### src/rtl/hdl_watchdog_pkg.sv
// Shared watchdog definitions: FSM state encoding and default count width.
package hdl_watchdog_pkg;

  localparam int unsigned DefaultCounterWidth = 32;

  typedef enum logic [1:0] {
    StIdle    = 2'd0,
    StRunning = 2'd1,
    StExpired = 2'd2
  } wd_state_e;

endpackage

### src/rtl/hdl_watchdog_if.sv
// Watchdog request/status bundle; master is the controlling side, slave is the watchdog.
interface hdl_watchdog_if
  import hdl_watchdog_pkg::*;
#(
  parameter int unsigned COUNTER_WIDTH = DefaultCounterWidth
);

  logic [COUNTER_WIDTH-1:0] hdl_timeout_count_;
  logic                     arm;
  logic                     kick;
  logic                     halt;
  logic                     hdl_timeout_;
  logic                     timeout_pulse;
  logic                     running;
  logic [COUNTER_WIDTH-1:0] remaining;

  modport master (
    output hdl_timeout_count_, arm, kick, halt,
    input  hdl_timeout_, timeout_pulse, running, remaining
  );

  modport slave (
    input  hdl_timeout_count_, arm, kick, halt,
    output hdl_timeout_, timeout_pulse, running, remaining
  );

endinterface

### src/rtl/watchdog_prescaler.sv
// Divides clk into watchdog ticks: tick fires on the last of every PRESCALE enabled cycles.
module watchdog_prescaler #(
  parameter int unsigned PRESCALE = 1
) (
  input  logic clk,
  input  logic reset_n,
  input  logic enable,
  input  logic clear,
  output logic tick
);

  localparam int unsigned CntW = (PRESCALE > 1) ? $clog2(PRESCALE) : 1;
  localparam logic [CntW-1:0] LastCnt = CntW'(PRESCALE - 1);

  logic [CntW-1:0] cnt_q, cnt_d;

  assign tick = enable && (cnt_q == LastCnt);

  always_comb begin
    cnt_d = cnt_q;
    if (clear) begin
      cnt_d = '0;
    end else if (enable) begin
      cnt_d = tick ? '0 : cnt_q + CntW'(1);
    end
  end

  always_ff @(posedge clk or negedge reset_n) begin
    if (!reset_n) begin
      cnt_q <= '0;
    end else begin
      cnt_q <= cnt_d;
    end
  end

endmodule

### src/rtl/hdl_watchdog.sv
// Watchdog timer: arm/kick/halt requests drive an IDLE/RUNNING/EXPIRED down-counter.
module hdl_watchdog
  import hdl_watchdog_pkg::*;
#(
  parameter int unsigned COUNTER_WIDTH = DefaultCounterWidth,
  parameter int unsigned PRESCALE      = 1
) (
  input  logic           clk,
  input  logic           reset_n,
  hdl_watchdog_if.slave  wd
);

  wd_state_e                state_q, state_d;
  logic [COUNTER_WIDTH-1:0] load_q, load_d;
  logic [COUNTER_WIDTH-1:0] remaining_q, remaining_d;
  logic                     timeout_q, timeout_d;
  logic                     pulse_q, pulse_d;
  logic                     tick;
  logic                     presc_enable;
  logic                     presc_clear;

  assign presc_enable = (state_q == StRunning);
  assign presc_clear  = wd.halt | wd.arm | (wd.kick & presc_enable);

  watchdog_prescaler #(
    .PRESCALE (PRESCALE)
  ) u_prescaler (
    .clk     (clk),
    .reset_n (reset_n),
    .enable  (presc_enable),
    .clear   (presc_clear),
    .tick    (tick)
  );

  // Priority halt > arm > kick; kick only matters while running.
  always_comb begin
    state_d     = state_q;
    load_d      = load_q;
    remaining_d = remaining_q;
    timeout_d   = timeout_q;
    pulse_d     = 1'b0;
    if (wd.halt) begin
      state_d     = StIdle;
      remaining_d = '0;
      timeout_d   = 1'b0;
    end else if (wd.arm) begin
      load_d      = wd.hdl_timeout_count_;
      remaining_d = wd.hdl_timeout_count_;
      if (wd.hdl_timeout_count_ == '0) begin
        state_d   = StExpired;
        timeout_d = 1'b1;
        pulse_d   = 1'b1;
      end else begin
        state_d   = StRunning;
        timeout_d = 1'b0;
      end
    end else if (state_q == StRunning) begin
      if (wd.kick) begin
        remaining_d = load_q;
      end else if (tick) begin
        if (remaining_q > COUNTER_WIDTH'(1)) begin
          remaining_d = remaining_q - COUNTER_WIDTH'(1);
        end else begin
          // Covers 1 -> 0 and guards against ever wrapping below zero.
          remaining_d = '0;
          state_d     = StExpired;
          timeout_d   = 1'b1;
          pulse_d     = 1'b1;
        end
      end
    end
  end

  always_ff @(posedge clk or negedge reset_n) begin
    if (!reset_n) begin
      state_q     <= StIdle;
      load_q      <= '0;
      remaining_q <= '0;
      timeout_q   <= 1'b0;
      pulse_q     <= 1'b0;
    end else begin
      state_q     <= state_d;
      load_q      <= load_d;
      remaining_q <= remaining_d;
      timeout_q   <= timeout_d;
      pulse_q     <= pulse_d;
    end
  end

  assign wd.hdl_timeout_  = timeout_q;
  assign wd.timeout_pulse = pulse_q;
  assign wd.running       = (state_q == StRunning);
  assign wd.remaining     = remaining_q;

endmodule

### src/flat_wrapper.sv
// flat-port wrapper written by rule: the top's interface ports become plain ports
module hdl_watchdog_flat import hdl_watchdog_pkg::*;
#(
  parameter int unsigned COUNTER_WIDTH = DefaultCounterWidth,
  parameter int unsigned PRESCALE      = 1
)
  (clk, reset_n, wd_hdl_timeout_count_, wd_arm, wd_kick, wd_halt, wd_hdl_timeout_, wd_timeout_pulse, wd_running, wd_remaining);
  hdl_watchdog_if #(.COUNTER_WIDTH(COUNTER_WIDTH)) wd_i ();
  input  logic clk;
  input  logic reset_n;
  input wire logic [$bits(wd_i.hdl_timeout_count_)-1:0] wd_hdl_timeout_count_;
  input wire logic [$bits(wd_i.arm)-1:0] wd_arm;
  input wire logic [$bits(wd_i.kick)-1:0] wd_kick;
  input wire logic [$bits(wd_i.halt)-1:0] wd_halt;
  output wire logic [$bits(wd_i.hdl_timeout_)-1:0] wd_hdl_timeout_;
  output wire logic [$bits(wd_i.timeout_pulse)-1:0] wd_timeout_pulse;
  output wire logic [$bits(wd_i.running)-1:0] wd_running;
  output wire logic [$bits(wd_i.remaining)-1:0] wd_remaining;
  assign wd_i.hdl_timeout_count_ = wd_hdl_timeout_count_;
  assign wd_i.arm = wd_arm;
  assign wd_i.kick = wd_kick;
  assign wd_i.halt = wd_halt;
  assign wd_hdl_timeout_ = wd_i.hdl_timeout_;
  assign wd_timeout_pulse = wd_i.timeout_pulse;
  assign wd_running = wd_i.running;
  assign wd_remaining = wd_i.remaining;
  hdl_watchdog #(.COUNTER_WIDTH(COUNTER_WIDTH), .PRESCALE(PRESCALE)) u_core (.clk(clk), .reset_n(reset_n), .wd(wd_i));
endmodule
### config.mk
export PLATFORM = sky130hd
export DESIGN_NAME = hdl_watchdog_flat
export DESIGN_NICKNAME = d
export VERILOG_FILES = /design/src/rtl/hdl_watchdog_pkg.sv /design/src/rtl/hdl_watchdog_if.sv /design/src/rtl/watchdog_prescaler.sv /design/src/rtl/hdl_watchdog.sv /design/src/flat_wrapper.sv
export SDC_FILE = /design/constraint.sdc
export NUM_CORES = 1
export LEC_CHECK = 0
export CAP_MARGIN = 20
export CORE_MARGIN = 2
export CORE_UTILIZATION = 50
export DETAILED_ROUTE_END_ITERATION = 7
export MAX_ROUTING_LAYER = met4
export PLACE_DENSITY = 0.77
export SYNTH_ARGS = -nofsm -noshare
export SYNTH_HDL_FRONTEND = slang
export SYNTH_SLANG_ARGS = --single-unit
### constraint.sdc
create_clock -name clk -period 2.5 [get_ports clk]
set_input_delay 0.75 -clock clk [delete_from_list [all_inputs] [get_ports clk]]
set_output_delay 0.75 -clock clk [all_outputs]
set_load 0.01 [all_outputs]
==> reports/results.ini, run 1 <==
[yosys]
synth_top_family_by_area=simple AND/OR/NAND/NOR gates
synth_top_area_cell=dfrtp_1
synth_seq_area_share_pct=41.5
synth_top_area_share_pct=41.5
ys_ff_latch=68
postSynthAreaPerCell_um2=8.05
synth_compound_area_share_pct=20.6
synth_area_um2=4100
async_reset_ff_share_pct=100
synth_edf_count=0
ys_warn_count=0
netlist-cell-type-count=62
synthCells=509
synthesis.nets=548
ys.flop_type=dfrtp_1
synth-simple-area-share_pct=31.2
yosys-top-cells-count=134 x nand2_1, 68 x dfrtp_1, 37 x a21oi_1
ys_top_cells_by_area=dfrtp_1 42%, nand2_1 12%, a21oi_1 4.5%, o21ai_0 3.7%, nor3_1 2.9%
synth_mux_area_share_pct=0
synth_xor_area_share_pct=1.92
synthAdderAreaFrac_pct=0.611
synth.most_common_cell=nand2_1

[sta]
postLayoutSetupSlackWorst_ps=30.0
skew_ps=7.67
worst_pin_slew_ps=594
finalSetupTns_ps=0
fmax_mhz=405
slew_violations=0
period_needed_ps=2470
hold_violations=0
rsz0062_at_grt=false
min_period_over_period_pct=98.8
slew_headroom_pct=60.1
finalSetupViolCount=0

[detailed_routing]
drtPass1Iterations=7
detail_route.wirelength_um=14500
drt_iter0_drc=453
wire_per_inst_um=19.3
route.detailed.drc=0
vias=4778
ant_nets=0
detail_route.vias_per_cell=6.35

[place]
gp_congestion=0.940
dp_hpwl_um=10500
dp_slack_ps=-116
io_buffer_count=71

[clock_network]
clkTransAtPathRegs_ps=70
numClockSinks=68
root_buffer=clkbuf_8
cts_hold_buf=0
cts_tree=yes
clockBufferDepth=2
cts_setup_buffers=0
cts_buffers=9
h-tree-depth=3
clock_latency_ps=350

[setup_path]
arrival_ps=2690
critPathMaxFanout=7
start_kind=flip-flop
critPathCaptureType=flip-flop
required_ps=2720
rrSetupSlack_ps=30
path_class=flip-flop to flip-flop

[pwr]
netSwitchingPower_w=0.000989
p_int_w=0.00205
combPwrFrac_pct=28.9
pwr_density_cell_nw_per_um2=538
power_frac_seq_pct=43.1
p_leak_nw=2.47
power_frac_clock_pct=28.0
peakVddDrop_mv=0.266
switching_share_pct=32.6

[global_routing]
grt.overflow.total=0
grt_usage_pct=35.6
grt_max_degree=69
antenna_found_initial=0
grt_pass1_vias=4777
grt_pass1_wl_um=23700

[hold_path]
hold_class=input port to async pin

[finish]
fillers=707
area_growth_syn_to_layout_pct=37.8
num_antenna_cells=0
seq_area_um2=1700
final_util_pct=69.8
drive_gt1_share_pct=17.0
nets=684
multi_input_area_um2=2240

[floorplanning]
die_height_um=94.5
start_util_pct=50.6
die_w_um=94.5
io_pins=72
core_area_um2=8090
num_rows=33
dieArea_um2=8940

[status]
status=complete, no violations

[flow_run]
cap_violations=0

[metal layers]
metal  global-route usage, %  vias to the layer above  routed length [um]
li1                        -                     2139                   -
met1                    46.1                     2281                5940
met2                    55.2                      290                6830
met3                    4.15                       68                1110
met4                    18.7                        0                 646
met5                       -                        -                   0
[power groups by stage]
stage	registers [W]	clock network (W)	logic, W
2_1_floorplan	0.00133	0	0.000391
3_3_place_gp	0.00132	0	0.000835
3_5_place_dp	0.00132	0	0.000856
5_1_grt	0.00132	0.000889	0.000950
4_1_cts	0.00130	0.000856	0.000862
6_report	0.00131	0.000851	0.000876
[sequential cells by signal (all words and copies together), names as in the netlist]
signal / count
u_core.wd.remaining: 32
u_core.state_q: 2
u_core.wd.timeout_pulse: 1
u_core.load_q: 32
u_core.u_prescaler.cnt_q: 1
[placed cells by master (no fill, tap or decap), types with 12 or more instances in the layout]
cell,count
a21oi_1,36
o21ai_0,30
nor3_1,24
nor2_1,24
nand2_1,133
clkdlybuf4s50_1,70
clkbuf_8,12
dfrtp_1,68
nand3_1,20
buf_4,75
nor4_1,19
[path summary, 6_finish.rpt]
| check | cells past startpoint | end | startpoint |
|---|---|---|---|
| setup / recovery | 7 | u_core.wd.remaining[20]$_DFFE_PN0P_ | u_core.wd.remaining[29]$_DFFE_PN0P_ |
| hold / removal | 2 | u_core.load_q[13]$_DFFE_PN0P_ | reset_n |
| setup reg to reg | 7 | u_core.wd.remaining[20]$_DFFE_PN0P_ | u_core.wd.remaining[29]$_DFFE_PN0P_ |
| hold reg to reg | 2 | u_core.load_q[24]$_DFFE_PN0P_ | u_core.load_q[24]$_DFFE_PN0P_ |
| max in group asynchronous | 2 | u_core.wd.remaining[24]$_DFFE_PN0P_ | reset_n |
| min in group clk | 2 | u_core.load_q[24]$_DFFE_PN0P_ | u_core.load_q[24]$_DFFE_PN0P_ |
[logic make-up (layout without fill, tap and decap cells)]
group | after synthesis | count (layout)
xor gates and xnor gates | 9 | 9
and+or+nand+nor | 265 | 265
adders and majority gates | 2 | 2
DFF | 68 | 68
AOI/OAI and AO/OA | 128 | 128
buffers and inverters | 37 | 176
[repair_timing]
item                                   in CTS  in global routing
setup endpoints to repair                   0                  5
resized for setup                           0                  4
endpoints found under the hold margin       0                  0
[through the flow]
step                      hold slack [ps]  power [W]  instances  cell area (um^2)
after floorplan                       440    0.00172        509              4100
after global placement                453    0.00216        739              5460
after detailed placement              463    0.00218        739              5460
after CTS                             436    0.00302        753              5630
after global routing                  449    0.00316        753              5650
final                                 400    0.00304        753              5650
[area by class of cell]
| class | instances | share of cell area, % |
|---|---|---|
| clock inverters | 1 | 0.133 |
| multi-input cells | 404 | 39.7 |
| well taps | 105 | 2.33 |
| clock buffers | 13 | 2.99 |
| flip-flops and latches | 68 | 30.1 |
| repair buffers | 150 | 23.9 |
| inverters | 12 | 0.798 |
[worst max-delay path, cell delays in order, from the launching register on]
cell and delay (ps):
dfrtp_1 390, or4_4 560, or4_4 510, nor3_4 210, a21oi_4 80, buf_4 180
a221oi_1 310, a211oi_1 100
Note: power is estimated with default switching activity, not from simulation.
==> run 2, diff against run 1 <==
==> constraint.sdc (replaced) <==
create_clock -name clk -period 2.3 [get_ports clk]
set_input_delay 0.69 -clock clk [delete_from_list [all_inputs] [get_ports clk]]
set_output_delay 0.69 -clock clk [all_outputs]
set_load 0.01 [all_outputs]
==> reports/results.ini, run 2 (synthesis results as in run 1) <==
[status]
status=finished, violations left
violations=negative setup slack

[detailed_routing]
wire_per_inst_um=18.8
route.detailed.drc=0
drtPass1Iterations=5
vias=4981
detail_route.wirelength_um=15200
ant_nets=0
detail_route.vias_per_cell=6.16
drt_iter0_drc=415

[setup_path]
path_class=flip-flop to flip-flop
rr_endpoint=u_core.wd.remaining[13]$_DFFE_PN0P_
startpoint=u_core.wd.remaining[30]$_DFFE_PN0P_
start_kind=flip-flop
arrival_ps=2560
critPathMaxFanout=12
rrSetupSlack_ps=-30
critPathCaptureType=flip-flop
reg2reg_depth=7
setup.worst_path.end=u_core.wd.remaining[13]$_DFFE_PN0P_
required_ps=2520
r2r_start=u_core.wd.remaining[30]$_DFFE_PN0P_

[pwr]
netSwitchingPower_w=0.00115
combPwrFrac_pct=32.0
peakVddDrop_mv=0.351
switching_share_pct=33.8
p_int_w=0.00226
pwr_density_cell_nw_per_um2=554
power_frac_seq_pct=41.2
p_leak_nw=2.79
power_frac_clock_pct=26.8
fin_total_pwr_w=0.00341

[floorplanning]
core_area_um2=8090
die_w_um=94.5
num_rows=33
start_util_pct=50.6
dieArea_um2=8940
die_height_um=94.5
io_pins=72

[clock_network]
clkTransAtPathRegs_ps=80
clockBufferDepth=2
clock_latency_ps=350
cts_hold_buf=0
cts_buffers=9
cts_tree=yes
root_buffer=clkbuf_8
h-tree-depth=3
numClockSinks=68

[sta]
period_needed_ps=2330
worst_pin_slew_ps=516
slew_violations=0
finalSetupViolCount=9
slew_headroom_pct=65.3
rsz0062_at_grt=true
skew_ps=11.8
fmax_mhz=429
min_period_over_period_pct=101
postLayoutSetupSlackWorst_ps=-32.8
hold_violations=0

[global_routing]
grt_pass1_vias=4885
grt_usage_pct=35.9
grt_pass1_wl_um=23900
antenna_found_initial=0
grt_max_degree=69
grt.overflow.total=0

[place]
io_buffer_count=71
dp_hpwl_um=10900
dpl_cell_area_um2=5860
gp_congestion=0.963

[finish]
final_common_cell=nand2_1
area_growth_syn_to_layout_pct=50.4
fillers=591
final_cell_area_um2=6160
layout_common_cells=133 x nand2_1, 126 x buf_4, 69 x clkdlybuf4s50_1
drive_gt1_share_pct=25.7
num_antenna_cells=0
nets=738

[flow_run]
cap_violations=0

[hold_path]
hold_class=input port to async pin

-- run 2: cell types whose count changed in the layout (fill, tap and decap cells not counted), sizes merged --
| cell | previous run | this run |
|---|---|---|
| clkinv | 1 | 4 |
| clkinvlp | 1 | 2 |
| clkdlybuf4s50 | 70 | 69 |
| clkbuf | 13 | 10 |
| inv | 11 | 12 |
| buf | 80 | 134 |
| dlygate4sd2 | 0 | 1 |
-- run 2: how the worst min path moves through the flow --
stage	startpoint	endpoint	slack, ps	cells after the start
after floorplan	reset_n	u_core.load_q[0]$_DFFE_PN0P_	390	0
after global placement	u_core.load_q[8]$_DFFE_PN0P_	u_core.load_q[8]$_DFFE_PN0P_	450	2
after detailed placement	u_core.load_q[8]$_DFFE_PN0P_	u_core.load_q[8]$_DFFE_PN0P_	460	2
after CTS	reset_n	u_core.load_q[13]$_DFFE_PN0P_	370	2
after global routing	reset_n	u_core.load_q[12]$_DFFE_PN0P_	380	2
final	reset_n	u_core.load_q[13]$_DFFE_PN0P_	350	2
-- run 2: through the flow --
stage / setup TNS [ps] / worst slack [ps] / hold slack [ps] / utilization, % / cells
floorplan: -2.23 / -2.23 / 394 / - / 509
global placement: -1250 / -116 / 455 / 72.5 / 789
detailed placement: -2420 / -201 / 458 / 72.5 / 789
CTS: -45.7 / -20.6 / 369 / 74.9 / 805
global route: -928 / -95.2 / 381 / 76.1 / 809
finish: -150 / -32.8 / 345 / 76.1 / 809
-- run 2: critical path, stage by stage (launching register included) --
cell	delay, ps
dfrtp_1	400
or4_4	540
or4_4	460
nor3_4	220
a21oi_4	190
buf_4	200
o21ai_0	80
o211ai_1	120
-- run 2: what timing repair did --
action                     in CTS  in global routing
gates resized for setup         6                 17
setup buffers                   0                  4
pin swaps                       1                  7
cloned                          0                  0
setup endpoints to repair      11                 16
-- run 2: power by group through the flow --
stage                     combinational [W]  clock [W]  sequential, W
after floorplan                    0.000429          0        0.00145
after global placement              0.00102          0        0.00142
after detailed placement            0.00104          0        0.00142
after CTS                           0.00105   0.000914        0.00140
after global routing                0.00118   0.000976        0.00142
final                               0.00109   0.000914        0.00140
-- run 2: area by class of cell --
class / instances / area [um^2] / share of cell area, %
clock buffer: 10 / 138 / 2.23
tap: 105 / 131 / 2.13
multi-input combinational: 404 / 2330 / 37.9
inverter: 12 / 45.0 / 0.731
sequential: 68 / 1700 / 27.6
timing repair buffer: 204 / 1770 / 28.8
clock inverter: 6 / 38.8 / 0.629
-- run 2: layer usage --
metal	track usage, %	share of wire [%]
met5	-	0
met4	17.3	3.5
met3	6.94	9.1
met2	55.8	47
met1	45.2	41
